==> config.mk <==
export PLATFORM = sky130hd
export DESIGN_NAME = regwrite_queue_flat
export DESIGN_NICKNAME = d
export VERILOG_FILES = /design/src/rtl/regfile_pkg.sv /design/src/rtl/regwrite_queue_if.sv /design/src/rtl/regwrite_queue_lookup.sv /design/src/rtl/regwrite_queue.sv /design/src/flat_wrapper.sv
export SDC_FILE = /design/constraint.sdc
export NUM_CORES = 2
export LEC_CHECK = 0
export CAP_MARGIN = 20
export CORE_MARGIN = 3
export CORE_UTILIZATION = 47
export CTS_BUF_LIST = sky130_fd_sc_hd__clkbuf_4 sky130_fd_sc_hd__clkbuf_8
export DETAILED_ROUTE_END_ITERATION = 7
export PLACE_DENSITY = 0.65
export SLEW_MARGIN = 15
export SYNTH_ARGS = -nofsm -noshare
export SYNTH_HDL_FRONTEND = slang
export SYNTH_HIERARCHICAL = 1
export SYNTH_SLANG_ARGS = --single-unit
export TNS_END_PERCENT = 20
==> constraint.sdc <==
create_clock -name clk -period 5.76 [get_ports clk]
set_input_delay 0.864 -clock clk [delete_from_list [all_inputs] [get_ports clk]]
set_output_delay 0.864 -clock clk [all_outputs]
set_load 0.1 [all_outputs]
==> src/rtl/regfile_pkg.sv <==
// Shared register-file types plus the write-queue defaults.
package regfile_pkg;

    localparam int AREG_W = 5;
    localparam int WORD_W = 32;

    typedef logic [AREG_W-1:0] areg_addr_t;
    typedef logic [WORD_W-1:0] word_t;

    typedef struct packed {
        logic       valid;
        areg_addr_t id;
        word_t      data;
    } w_req_t;

    localparam int REGWQ_DEPTH    = 8;
    localparam int REGWQ_IN_PORTS = 2;

    typedef logic [$clog2(REGWQ_DEPTH)-1:0] regwq_ptr_t;

    // Writes to the hardwired zero register carry no architectural effect.
    function automatic logic regwq_accept(w_req_t r);
        return r.valid && (r.id != '0);
    endfunction

endpackage

==> src/rtl/regwrite_queue_if.sv <==
// Bundle between writeback producers, the regfile write port and readers.
interface regwrite_queue_if
    import regfile_pkg::*;
#(
    parameter int DEPTH    = REGWQ_DEPTH,
    parameter int IN_PORTS = REGWQ_IN_PORTS
);

    w_req_t                 in_req [IN_PORTS];
    logic                   in_ready;
    logic                   flush;
    w_req_t                 out_req;
    areg_addr_t             lookup_id;
    logic                   lookup_hit;
    word_t                  lookup_data;
    logic [$clog2(DEPTH):0] count;

    modport master (
        output in_req, flush, lookup_id,
        input  in_ready, out_req, lookup_hit, lookup_data, count
    );

    modport slave (
        input  in_req, flush, lookup_id,
        output in_ready, out_req, lookup_hit, lookup_data, count
    );

endinterface

==> src/rtl/regwrite_queue_lookup.sv <==
// Forwarding search: youngest occupied entry whose id matches lookup_id.
module regwrite_queue_lookup
    import regfile_pkg::*;
#(
    parameter int DEPTH = REGWQ_DEPTH
) (
    input  w_req_t                  entries [DEPTH],
    input  logic [$clog2(DEPTH)-1:0] head,
    input  logic [$clog2(DEPTH):0]   count,
    input  areg_addr_t              lookup_id,
    output logic                    hit,
    output word_t                   data
);

    localparam int PW = $clog2(DEPTH);
    localparam int CW = PW + 1;

    typedef logic [PW-1:0] ptr_t;
    typedef logic [CW-1:0] cnt_t;

    // Walk oldest to youngest so later matches override earlier ones.
    always_comb begin
        hit  = 1'b0;
        data = '0;
        for (int k = 0; k < DEPTH; k++) begin
            if ((lookup_id != '0) && (cnt_t'(k) < count)
                && entries[head + ptr_t'(k)].valid
                && (entries[head + ptr_t'(k)].id == lookup_id)) begin
                hit  = 1'b1;
                data = entries[head + ptr_t'(k)].data;
            end
        end
    end

endmodule

==> src/rtl/regwrite_queue.sv <==
// In-order register write queue: multi-port enqueue, single-port drain,
// with forwarding of still-queued writes.
module regwrite_queue
    import regfile_pkg::*;
#(
    parameter int DEPTH    = REGWQ_DEPTH,
    parameter int IN_PORTS = REGWQ_IN_PORTS
) (
    input logic              clk,
    input logic              resetn,
    regwrite_queue_if.slave  bus
);

    localparam int PW = $clog2(DEPTH);
    localparam int CW = PW + 1;

    typedef logic [PW-1:0] ptr_t;
    typedef logic [CW-1:0] cnt_t;

    ptr_t                head;
    ptr_t                tail;
    cnt_t                count_q;
    w_req_t              mem [DEPTH];

    logic                ready;
    logic [IN_PORTS-1:0] acc;
    ptr_t                slot [IN_PORTS];
    cnt_t                push_cnt;
    logic                pop;
    w_req_t              out_q;
    logic                hit_raw;
    word_t               data_raw;

    // Conservative: ignores the same-cycle pop, so no input-to-ready path.
    assign ready = (count_q <= cnt_t'(DEPTH - IN_PORTS));

    // Compact accepted requests onto consecutive tail slots in port order.
    always_comb begin
        push_cnt = '0;
        for (int i = 0; i < IN_PORTS; i++) begin
            acc[i]  = regwq_accept(bus.in_req[i]) && ready && !bus.flush;
            slot[i] = tail + ptr_t'(push_cnt);
            if (acc[i]) begin
                push_cnt = push_cnt + cnt_t'(1);
            end
        end
    end

    assign pop = (count_q != '0) && !bus.flush;

    // Pointers and occupancy; flush clears everything at the edge.
    always_ff @(posedge clk or negedge resetn) begin
        if (!resetn) begin
            head    <= '0;
            tail    <= '0;
            count_q <= '0;
        end else if (bus.flush) begin
            head    <= '0;
            tail    <= '0;
            count_q <= '0;
        end else begin
            head    <= head + ptr_t'(pop);
            tail    <= tail + ptr_t'(push_cnt);
            count_q <= count_q - cnt_t'(pop) + push_cnt;
        end
    end

    // Entry storage; contents are only meaningful inside [head, head+count).
    always_ff @(posedge clk) begin
        for (int i = 0; i < IN_PORTS; i++) begin
            if (acc[i]) begin
                mem[slot[i]] <= bus.in_req[i];
            end
        end
    end

    // Head entry to the regfile; all zeros whenever nothing is drained.
    always_comb begin
        out_q = '0;
        if (pop) begin
            out_q       = mem[head];
            out_q.valid = 1'b1;
        end
    end

    regwrite_queue_lookup #(
        .DEPTH (DEPTH)
    ) u_lookup (
        .entries   (mem),
        .head      (head),
        .count     (count_q),
        .lookup_id (bus.lookup_id),
        .hit       (hit_raw),
        .data      (data_raw)
    );

    assign bus.in_ready    = ready;
    assign bus.count       = count_q;
    assign bus.out_req     = out_q;
    assign bus.lookup_hit  = hit_raw && !bus.flush;
    assign bus.lookup_data = bus.flush ? '0 : data_raw;

endmodule

==> src/flat_wrapper.sv <==
// flat-port wrapper written by rule: the top's interface ports become plain ports
module regwrite_queue_flat import regfile_pkg::*;
#(
    parameter int DEPTH    = REGWQ_DEPTH,
    parameter int IN_PORTS = REGWQ_IN_PORTS
)
  (clk, resetn, bus_in_req, bus_flush, bus_lookup_id, bus_in_ready, bus_out_req, bus_lookup_hit, bus_lookup_data, bus_count);
  regwrite_queue_if #(.DEPTH(DEPTH), .IN_PORTS(IN_PORTS)) bus_i ();
  input logic clk;
  input logic resetn;
  input wire logic [$bits(bus_i.in_req)-1:0] bus_in_req;
  input wire logic [$bits(bus_i.flush)-1:0] bus_flush;
  input wire logic [$bits(bus_i.lookup_id)-1:0] bus_lookup_id;
  output wire logic [$bits(bus_i.in_ready)-1:0] bus_in_ready;
  output wire logic [$bits(bus_i.out_req)-1:0] bus_out_req;
  output wire logic [$bits(bus_i.lookup_hit)-1:0] bus_lookup_hit;
  output wire logic [$bits(bus_i.lookup_data)-1:0] bus_lookup_data;
  output wire logic [$bits(bus_i.count)-1:0] bus_count;
  assign bus_i.in_req = {>>{bus_in_req}};
  assign bus_i.flush = bus_flush;
  assign bus_i.lookup_id = bus_lookup_id;
  assign bus_in_ready = bus_i.in_ready;
  assign bus_out_req = bus_i.out_req;
  assign bus_lookup_hit = bus_i.lookup_hit;
  assign bus_lookup_data = bus_i.lookup_data;
  assign bus_count = bus_i.count;
  regwrite_queue #(.DEPTH(DEPTH), .IN_PORTS(IN_PORTS)) u_core (.clk(clk), .resetn(resetn), .bus(bus_i));
endmodule
==> results of run 1 <==
-- cell usage after synthesis (5+ instances only) --
library cell / number
o22ai_1: 5
nand4_1: 5
clkbuf_1: 176
buf_4: 32
o21ai_0: 7
a32o_1: 31
dfxtp_1: 304
buf_6: 16
nand3_1: 10
xor2_1: 22
nor3_1: 46
o21ai_1: 111
nor3b_1: 5
dfrtp_1: 10
o221ai_1: 27
nor4_1: 5
inv_1: 17
a21oi_1: 227
a22o_1: 5
buf_2: 79
xnor2_1: 33
nor2_1: 248
buf_1: 71
mux2i_1: 544
ha_1: 15
mux2_2: 7
or3_1: 35
nand2_1: 384
nor2b_1: 76
a32oi_1: 62
mux4_2: 382
or4_1: 7
-- layout make-up --
class / count / area, sq um / share of cell area, %
Sequential cell: 314 / 6350 / 18.8
Clock buffer: 96 / 1230 / 3.64
Clock inverter: 11 / 120 / 0.356
Tap cell: 837 / 1050 / 3.11
Inverter: 18 / 67.6 / 0.200
Timing Repair Buffer: 250 / 2840 / 8.42
Antenna cell: 2 / 5.00 / 0.0148
Multi-Input combinational cell: 2363 / 22100 / 65.4
-- flip-flops by register name, summed over array words and instances, names as in the netlist --
name              flops
u_core/mem          304
u_core/bus.count      4
u_core/tail           3
u_core/head           3
-- worst paths after layout --
path / start / slack (ps) / cells past startpoint / end
max in group asynchronous: resetn / 4710 / 1 / u_core/head[2]
setup / recovery: u_core/head[0] / 90 / 15 / bus_lookup_data[10]
setup reg to reg: u_core/bus.count[3] / 1500 / 11 / u_core/mem[99]
min in group clk: u_core/mem[120] / 590 / 2 / u_core/mem[120]
hold reg to reg: u_core/mem[120] / 590 / 2 / u_core/mem[120]
hold / removal: resetn / 580 / 1 / u_core/tail[2]
-- repair_timing --
item	CTS	global route
setup endpoints to repair	31	34
gates resized for setup	3	6
pin swaps	1	1
hold buffers	0	0
buffers inserted	4	7
cloned	0	1
-- per-layer routing --
layer,up-vias,GRT usage (%)
met5,-,0
li1,11500,-
met1,13300,39.8
met4,4,13.6
met2,1841,50.0
met3,372,6.26
-- cells by family after synthesis --
kind of cell,after synthesis,share of synthesized area [%]
buffers and inverters,392,6.04
XOR/XNOR,57,1.72
multiplexers,933,47.1
adder cells (fa/ha/maj),17,0.760
AO/OA/AOI/OAI,512,10.8
flip-flops,314,21.1
AND/OR/NAND/NOR,844,12.4
-- worst max-delay path: cells and delay by family, from the launching register on --
kind	cells	cell delay, ps
XOR/XNOR	1	180
AO/OA/AOI/OAI	2	420
buffers and inverters	5	1160
flip-flops	1	520
AND/OR/NAND/NOR	4	790
adder cells (fa/ha/maj)	1	420
multiplexers	2	600
-- stage by stage --
stage	std cells	hold slack, ps	worst slack (ps)	util, %
6_report	3891	579	85.7	54.0
5_1_grt	3890	573	-50.0	54.0
4_1_cts	3880	538	30.6	53.8
3_5_place_dp	3769	577	473	51.6
3_3_place_gp	3769	561	458	51.6
2_1_floorplan	3069	497	-199	-
-- power by group through the flow --
stage / clock network, mW / registers, mW / logic [mW]
detailed placement: 0 / 4.24 / 10.9
finish: 2.49 / 4.27 / 11.2
global placement: 0 / 4.11 / 10.7
floorplan: 0 / 3.85 / 8.70
global route: 2.62 / 4.40 / 11.8
CTS: 2.53 / 4.20 / 11.0
==> out/metrics.csv, run 1 <==
stage;metric;value;unit
timing;finalHoldViolCount;0;
route;wl_met2;49.4;mm
synthesis;synth_edf_count;0;
place;placed_area;32200;sq um
job;max_cap_violations;0;
timing;finalSetupTns;0;ps
synthesis;synth-seq-cells;314;
global_routing;grt_max_degree;152;
setup_path;path_max_fanout;31;
power_and_ir_drop;p_per_area;532;nW/um^2
finish;area_growth;12.5;%
synthesis;yosys.area.top_type;mux4_2;
synthesis;ys_types;69;
status;outcome;finished, final reports clean;
power_and_ir_drop;clkPwrFrac;13.9;%
floorplanning;dieHeight;258;um
floorplanning;num_rows;91;
synthesis;synth_top_area_share;28.7;%
timing;fin_crit_sh;98.5;%
timing;tightest_slew;1230;ps
synthesis;syn_area;30000;sq um
setup_path;start_kind;register;
setup_path;endpoint_kind;output pin;
synthesis;syn_area_per_cell;9.76;sq um
power_and_ir_drop;p_sw;8.34;mW
finish;drive_gt1_share;22.7;%
power_and_ir_drop;p_int;9.61;mW
power_and_ir_drop;total_power;17.9;mW
power_and_ir_drop;p_leak;11.2;nW
route;wl_met1;39.6;mm
synthesis;syn_nets;3170;
power_and_ir_drop;pwr-share-seq;23.8;%
synthesis;synthFlopType;dfxtp_1;
global_routing;antenna_found_initial;5;
timing;relSlewSlack;18.3;%
setup_path;crit_required;4900;ps
finish;layout_commonest_cell;mux2i_1;
clock_tree;clock_sinks;314;
setup_path;cp.arrival;4810;ps
route;highest_layer;met5;
route;via_count;27000;
finish;fill_cells;5480;
floorplanning;initial_core_util;48.0;%
place;dp_hpwl;64.0;mm
synthesis;synth_area_leaders;mux4_2 29%, dfxtp_1 20%, mux2i_1 18%;
route;wl;106;mm
floorplanning;coreArea;62400;sq um
synthesis;synth_cells;3069;
timing;rsz0062_at_grt;yes;
route;first_iter_violations;3356;
clock_tree;htreeDepth;2;
synthesis;async_flop_share;3.18;%
setup_path;crit_chain;inv_1 -> ha_4 -> buf_4 -> mux4_2 -> mux2i_1 -> xor2_1 -> nand4_1 -> nor3_4 -> buf_6 -> nor2b_4 -> buf_12 -> a32o_1 -> o22ai_1 -> nor2b_1 -> buf_12;
route;met3_length;11.9;mm
floorplanning;die_w;258;um
power_and_ir_drop;swShare;46.5;%
global_routing;grtUsageTotal;30.7;%
route;vias_per_cell;6.95;
floorplanning;io_pins;160;
timing;setup_viol;0;
power_and_ir_drop;p_comb_share;62.3;%
global_routing;grt_pass1_wl;160;mm
clock_tree;cts_buffers;60;
synthesis;yosys_warnings;6;
clock_tree;insertion_delay;700;ps
route;postRouteAntennaNets;0;
setup_path;max_stage_delay;520;ps
setup_path;worst_path_max_delay_cell;dfrtp_4;
clock_tree;cts_root_buf;clkbuf_8;
finish;layout.nets;3108;
finish;final_cell_mix;543 x mux2i_1, 384 x nand2_1, 382 x mux4_2;
route;wl_per_cell;27.2;um
global_routing;grt_pass1_vias;26100;
global_routing;grt-ovfl-total;0;
route;drc_errors;0;
place;gp_congestion;0.923;
timing;post-route-min-period;5670;ps
timing;max_clock_freq;176;MHz
place;port_buffers;159;
power_and_ir_drop;ir_drop;0.405;mV
clock_tree;clk_pin_slew;60;ps
setup_path;cpMostUsedCell;buf_12;
timing;skew;23.1;ps
clock_tree;clock_path_buffers;3;
floorplanning;die_area;66800;sq um
synthesis;ys_seq_area_share;21.1;%
route;dr.pass1.iters;8;
finish;post-route-cell-area;33700;sq um
timing;slew_violations;0;
setup_path;path_class;reg2out;
clock_tree;cts_tree;yes;
worst_hold_path;hp-class;in2async;
No activity file was read; power rests on OpenSTA's default activity.
==> inputs of run 2 (changes only) <==
--- a/config.mk
+++ b/config.mk
@@ -6,11 +6,13 @@
 export NUM_CORES = 2
 export LEC_CHECK = 0
 export CAP_MARGIN = 20
+export CELL_PAD_IN_SITES_DETAIL_PLACEMENT = 0
+export CELL_PAD_IN_SITES_GLOBAL_PLACEMENT = 1
 export CORE_MARGIN = 3
 export CORE_UTILIZATION = 47
 export CTS_BUF_LIST = sky130_fd_sc_hd__clkbuf_4 sky130_fd_sc_hd__clkbuf_8
 export DETAILED_ROUTE_END_ITERATION = 7
-export PLACE_DENSITY = 0.65
+export PLACE_DENSITY_LB_ADDON = 0.1
 export SLEW_MARGIN = 15
 export SYNTH_ARGS = -nofsm -noshare
 export SYNTH_HDL_FRONTEND = slang
==> out/metrics.csv, run 2 (same netlist as run 1, synthesis figures left out) <==
stage;metric;value;unit;change
setup_path;cp.arrival;4740;ps;-70 ps
setup_path;crit_chain;ha_1 -> xor2_4 -> buf_4 -> mux2i_1 -> xnor2_1 -> or4_4 -> a21oi_4 -> buf_4 -> buf_12 -> nor3_1 -> or3_1 -> a32o_1 -> nor2b_1 -> buf_12;;
setup_path;r2r_start;u_core/bus.count[3];;
finish;layout.nets;3134;;+0.84%
global_routing;grt_pass1_vias;25200;;-3.7%
timing;tightest_slew;1090;ps;-138 ps
floorplanning;io_pins;160;;unchanged
power_and_ir_drop;swShare;46.2;%;-0.26 points
setup_path;r2r_slack;1540;ps;+40 ps
setup_path;start_kind;register;;
clock_tree;htreeDepth;3;;+1
finish;largest_reg_flops;304;;unchanged
floorplanning;initial_core_util;48.0;%;unchanged
route;vias_per_cell;6.76;;-2.7%
route;dr.pass1.iters;8;;unchanged
timing;setup_viol;0;;unchanged
route;wl_per_cell;27.5;um;+1.0%
clock_tree;cts_buffers;66;;+10%
clock_tree;cts_tree;yes;;
route;wl;108;mm;+1.8%
setup_path;endpoint_kind;output pin;;
setup_path;crit_family;simple AND/OR/NAND/NOR gates;;
setup_path;crit_required;4900;ps;about the same
route;drc_errors;0;;unchanged
floorplanning;num_rows;91;;unchanged
worst_hold_path;hp-class;in2async;;
global_routing;grtUsageTotal;31.7;%;+0.91 points
clock_tree;clock_path_buffers;3;;unchanged
clock_tree;clock_sinks;314;;unchanged
global_routing;grt-ovfl-total;0;;unchanged
power_and_ir_drop;pwr-share-seq;23.7;%;about the same
place;port_buffers;159;;unchanged
timing;skew;24.2;ps;+1.10 ps
place;dp_cells;3778;;+0.24%
finish;area_growth;14.0;%;
place;gp_congestion;0.912;;-1.2%
finish;final_cell_mix;544 x mux2i_1, 384 x nand2_1, 382 x mux4_2;;
power_and_ir_drop;p_per_area;530;nW/um^2;-0.31%
finish;utilization;54.7;%;+0.69 points
power_and_ir_drop;p_int;9.75;mW;+1.5%
clock_tree;cts_root_buf;clkbuf_8;;
setup_path;path_max_fanout;20;;-35%
global_routing;grt_pass1_wl;162;mm;+1.3%
finish;final_cells;3923;;+0.82%
timing;max_clock_freq;178;MHz;+1.3%
status;outcome;finished, final reports clean;;
power_and_ir_drop;p_leak;11.4;nW;+1.5%
power_and_ir_drop;clkPwrFrac;14.4;%;+0.5 points
route;postRouteAntennaNets;0;;unchanged
setup_path;max_stage_delay;550;ps;+30 ps
floorplanning;die_area;66800;sq um;unchanged
timing;slew_violations;0;;unchanged
place;dp_hpwl;66.5;mm;+3.8%
place;dp_worst_setup_slack;-333;ps;-806 ps
clock_tree;insertion_delay;640;ps;-60 ps
power_and_ir_drop;p_sw;8.37;mW;+0.42%
clock_tree;clk_pin_slew;70;ps;about the same
global_routing;grt_max_degree;76;;-50%
power_and_ir_drop;ir_drop;0.289;mV;-29%
finish;drive_gt1_share;23.6;%;+0.88 points
timing;layout_setup_ws;158;ps;+72.0 ps
timing;rsz0062_at_grt;no;;
setup_path;path_class;reg2out;;
power_and_ir_drop;p_comb_share;61.9;%;-0.4 points
timing;fin_crit_sh;97.3;%;-1.2 points
setup_path;critical_path_buf_inv_count;4;;-1
setup_path;worst_path_max_delay_cell;xor2_4;;
finish;layout_commonest_cell;mux2i_1;;
timing;finalHoldViolCount;0;;unchanged
timing;post-route-min-period;5600;ps;-72.0 ps
job;max_cap_violations;0;;unchanged
route;via_count;26500;;-1.9%
route;first_iter_violations;2748;;-18%
setup_path;r2r_cells;8;;-3
setup_path;r2r-end;u_core/mem[179];;
timing;relSlewSlack;26.9;%;+8.6 points
floorplanning;dieHeight;258;um;unchanged
floorplanning;coreArea;62400;sq um;unchanged
global_routing;antenna_found_initial;7;;+2
floorplanning;die_w;258;um;unchanged
==> run 2: changes by cell type in the layout (fill, tap and decap cells not counted), moves of 3 or more <==
cell	change
buf_4	+7
clkinvlp_4	+7
clkdlybuf4s50_1	+5
clkinv_2	+5
nor2b_1	-4
nor2b_2	+4
buf_6	+3
bufbuf_16	+3
clkbuf_8	-3
==> run 2: repair_timing <==
action	CTS	global route
setup buffers	11	8
hold endpoints to repair	0	0
resized for setup	12	12
setup endpoints to repair	35	32
pin swaps	2	0
cloned	3	1
hold buffers	0	0
==> run 2: cell type report <==
class	count	area, sq um
fill	5529	28200
sequential	314	6350
antenna	4	10.0
timing repair buffer	270	3140
clock buffer	94	1190
clock inverter	23	236
multi-input combinational	2363	22100
inverter	18	71.3
tap	837	1050
==> run 2: worst max path at each step <==
stage | start | endpoint | slack (ps) | cells after the start
after detailed placement | bus_lookup_id[0] | bus_lookup_data[9] | -330 | 12
final | u_core/head[0] | bus_lookup_data[8] | 160 | 14
after floorplan | u_core/head[0] | bus_lookup_data[0] | -200 | 20
after global placement | bus_lookup_id[0] | bus_lookup_data[9] | -260 | 12
after global routing | u_core/head[0] | bus_lookup_data[23] | 10 | 15
after CTS | u_core/head[1] | bus_lookup_data[9] | 20 | 11
==> run 2: power by group through the flow <==
stage	clock network (mW)	logic, mW	registers (mW)
2_1_floorplan	0	8.70	3.85
4_1_cts	2.67	11.1	4.24
3_3_place_gp	0	10.8	4.19
3_5_place_dp	0	10.9	4.29
5_1_grt	2.77	12.0	4.43
6_report	2.62	11.2	4.29
==> run 2: routing by layer <==
metal / wire (um) / GRT usage, % / vias up
met5: 38 / 0 / -
met4: 4680 / 12.4 / 6
met3: 9880 / 5.93 / 308
met2: 49700 / 50.6 / 1491
met1: 43500 / 42.7 / 13200
li1: - / - / 11500
==> run 2: through the flow <==
step / power, mW / instance area (sq um) / hold slack [ps] / setup TNS (ps)
2_1_floorplan: 12.6 / 30000 / 497 / -3780
3_3_place_gp: 14.9 / 32300 / 564 / -3810
3_5_place_dp: 15.2 / 32300 / 574 / -4390
4_1_cts: 18.0 / 34000 / 551 / 0
5_1_grt: 19.2 / 34200 / 583 / 0
6_report: 18.1 / 34200 / 573 / 0
==> inputs of run 3 (changes only) <==
--- a/config.mk
+++ b/config.mk
@@ -10,7 +10,7 @@
 export CELL_PAD_IN_SITES_GLOBAL_PLACEMENT = 1
 export CORE_MARGIN = 3
 export CORE_UTILIZATION = 47
-export CTS_BUF_LIST = sky130_fd_sc_hd__clkbuf_4 sky130_fd_sc_hd__clkbuf_8
+export CTS_CLUSTER_DIAMETER = 50
 export DETAILED_ROUTE_END_ITERATION = 7
 export PLACE_DENSITY_LB_ADDON = 0.1
 export SLEW_MARGIN = 15
==> out/metrics.csv, run 3 (same netlist as run 1, synthesis figures left out) <==
stage;metric;value;unit;change
power_and_ir_drop;ir_drop;0.315;mV;+9.0%
global_routing;grt_max_degree;76;;unchanged
global_routing;antenna_found_initial;8;;+1
floorplanning;num_rows;91;;unchanged
clock_tree;clock_path_buffers;3;;unchanged
route;dr.pass1.iters;8;;unchanged
place;dp_hpwl;66.5;mm;unchanged
power_and_ir_drop;swShare;44.9;%;-1.3 points
setup_path;path_class;reg2out;;
route;vias_per_cell;6.77;;+0.23%
power_and_ir_drop;p_comb_share;59.4;%;-2.5 points
setup_path;path_max_fanout;38;;+90%
setup_path;endpoint_kind;output pin;;
timing;finalSetupTns;0;ps;unchanged
timing;fin_crit_sh;98.4;%;+1.2 points
power_and_ir_drop;p_sw;8.50;mW;+1.5%
floorplanning;dieHeight;258;um;unchanged
place;port_buffers;159;;unchanged
route;postRouteAntennaNets;0;;unchanged
status;outcome;finished, final reports clean;;
floorplanning;die_area;66800;sq um;unchanged
global_routing;grt_pass1_wl;162;mm;about the same
clock_tree;htreeDepth;2;;-1
finish;fill_cells;5448;;-1.5%
finish;final_cell_mix;544 x mux2i_1, 384 x nand2_1, 382 x mux4_2;;
place;gp_congestion;0.912;;unchanged
power_and_ir_drop;p_int;10.4;mW;+7.2%
setup_path;crit_required;4900;ps;about the same
timing;max_clock_freq;176;MHz;-1.2%
route;first_iter_violations;2783;;+1.3%
route;via_count;26500;;-0.11%
timing;relSlewSlack;27.9;%;+0.99 points
timing;slew_violations;0;;unchanged
clock_tree;clk_pin_slew;60;ps;about the same
route;wl;108;mm;-0.32%
route;drc_errors;0;;unchanged
clock_tree;cts_root_buf;clkbuf_16;;
floorplanning;coreArea;62400;sq um;unchanged
finish;layout.nets;3130;;-0.13%
finish;drive_gt1_share;23.4;%;-0.19 points
global_routing;grt-ovfl-total;0;;unchanged
clock_tree;insertion_delay;610;ps;-30 ps
timing;finalHoldViolCount;0;;unchanged
global_routing;grtUsageTotal;31.5;%;-0.15 points
route;wl_per_cell;27.5;um;about the same
setup_path;cp.arrival;4800;ps;+60 ps
floorplanning;io_pins;160;;unchanged
job;max_cap_violations;0;;unchanged
finish;layout_commonest_cell;mux2i_1;;
power_and_ir_drop;total_power;18.9;mW;+4.6%
finish;largest_reg_flops;304;;unchanged
timing;tightest_slew;1070;ps;-14.7 ps
timing;skew;16.7;ps;-7.47 ps
clock_tree;cts_buffers;52;;-21%
setup_path;start_kind;register;;
global_routing;grt_pass1_vias;25100;;-0.079%
clock_tree;clock_sinks;314;;unchanged
clock_tree;cts_tree;yes;;
timing;post-route-min-period;5670;ps;+66.6 ps
floorplanning;die_w;258;um;unchanged
finish;area_growth;15.8;%;
power_and_ir_drop;p_per_area;546;nW/um^2;+2.9%
worst_hold_path;hp-class;reg2reg;;
floorplanning;initial_core_util;48.0;%;unchanged
power_and_ir_drop;p_leak;11.6;nW;+2.0%
power_and_ir_drop;pwr-share-seq;22.7;%;-1.0 points
clock_tree;hold_buffers;0;;unchanged
timing;setup_viol;0;;unchanged
power_and_ir_drop;clkPwrFrac;17.9;%;+3.5 points
==> run 3: cell types whose count changed in the layout (fill, tap and decap cells not counted), sizes merged <==
cell | previous run | this run
buf | 154 | 165
bufinv | 4 | 9
clkbuf | 95 | 61
clkinvlp | 7 | 3
diode | 4 | 5
inv | 17 | 25
==> run 3: layer usage <==
metal  up-vias  track usage [%]  share of wire [%]
li1      11600                -                  -
met1     13200             42.8                 41
met2      1390             50.6                 47
met3       291             5.18                8.0
met4         6             12.3                4.0
met5         -                0              0.035
==> run 3: worst max-delay path, stage by stage (launching register included) <==
cell        delay [ps]
dfrtp_4            520
clkinvlp_4         200
ha_4               400
buf_4              140
mux4_2             490
mux2i_1            180
xnor2_1             80
or4_4              500
a21oi_4            240
buf_12             150
bufbuf_16          360
nor3_1              90
nor3_1             240
o22ai_1            160
nor2b_2            210
buf_12             210
==> run 3: cell type report <==
type | count | area, sq um | share of cell area, %
antenna | 5 | 12.5 | 0.0361
clock buffer | 61 | 1440 | 4.14
timing repair buffer | 280 | 3230 | 9.29
sequential | 314 | 6350 | 18.3
inverter | 18 | 71.3 | 0.205
tap | 837 | 1050 | 3.02
clock inverter | 32 | 447 | 1.29
multi-input combinational | 2363 | 22100 | 63.7
==> run 3: worst paths after layout <==
kind,cells past startpoint,from,slack [ps],to
min,2,u_core/mem[265],580,u_core/mem[265]
max in group asynchronous,1,resetn,4700,u_core/head[2]
min reg2reg,2,u_core/mem[265],580,u_core/mem[265]
min in group asynchronous,1,resetn,630,u_core/bus.count[0]
max,15,u_core/head[1],90,bus_lookup_data[10]
max reg2reg,8,u_core/bus.count[3],1550,u_core/mem[179]
==> run 3: through the flow <==
| stage | hold slack, ps | cells | setup WS, ps | instance area (sq um) | util (%) |
|---|---|---|---|---|---|
| floorplan | 497 | 3069 | -199 | 30000 | - |
| global placement | 564 | 3778 | -258 | 32300 | 51.7 |
| detailed placement | 574 | 3778 | -333 | 32300 | 51.7 |
| CTS | 584 | 3884 | 13.6 | 34400 | 55.2 |
| global route | 614 | 3909 | -14.7 | 34700 | 55.6 |
| finish | 583 | 3910 | 91.1 | 34700 | 55.6 |
==> run 3: power by group through the flow <==
stage                     Clock, mW  Sequential, mW  Combinational (mW)
after floorplan                   0            3.85                8.70
after global placement            0            4.19                10.8
after detailed placement          0            4.29                10.9
after CTS                      3.45            4.26                11.1
after global routing           3.53            4.44                12.0
final                          3.40            4.29                11.3
==> run 3: repair_timing <==
action	CTS	global route
buffers inserted	10	20
endpoints found under the setup margin	33	33
cloned	3	0
resized for setup	12	18
pin swaps	2	2
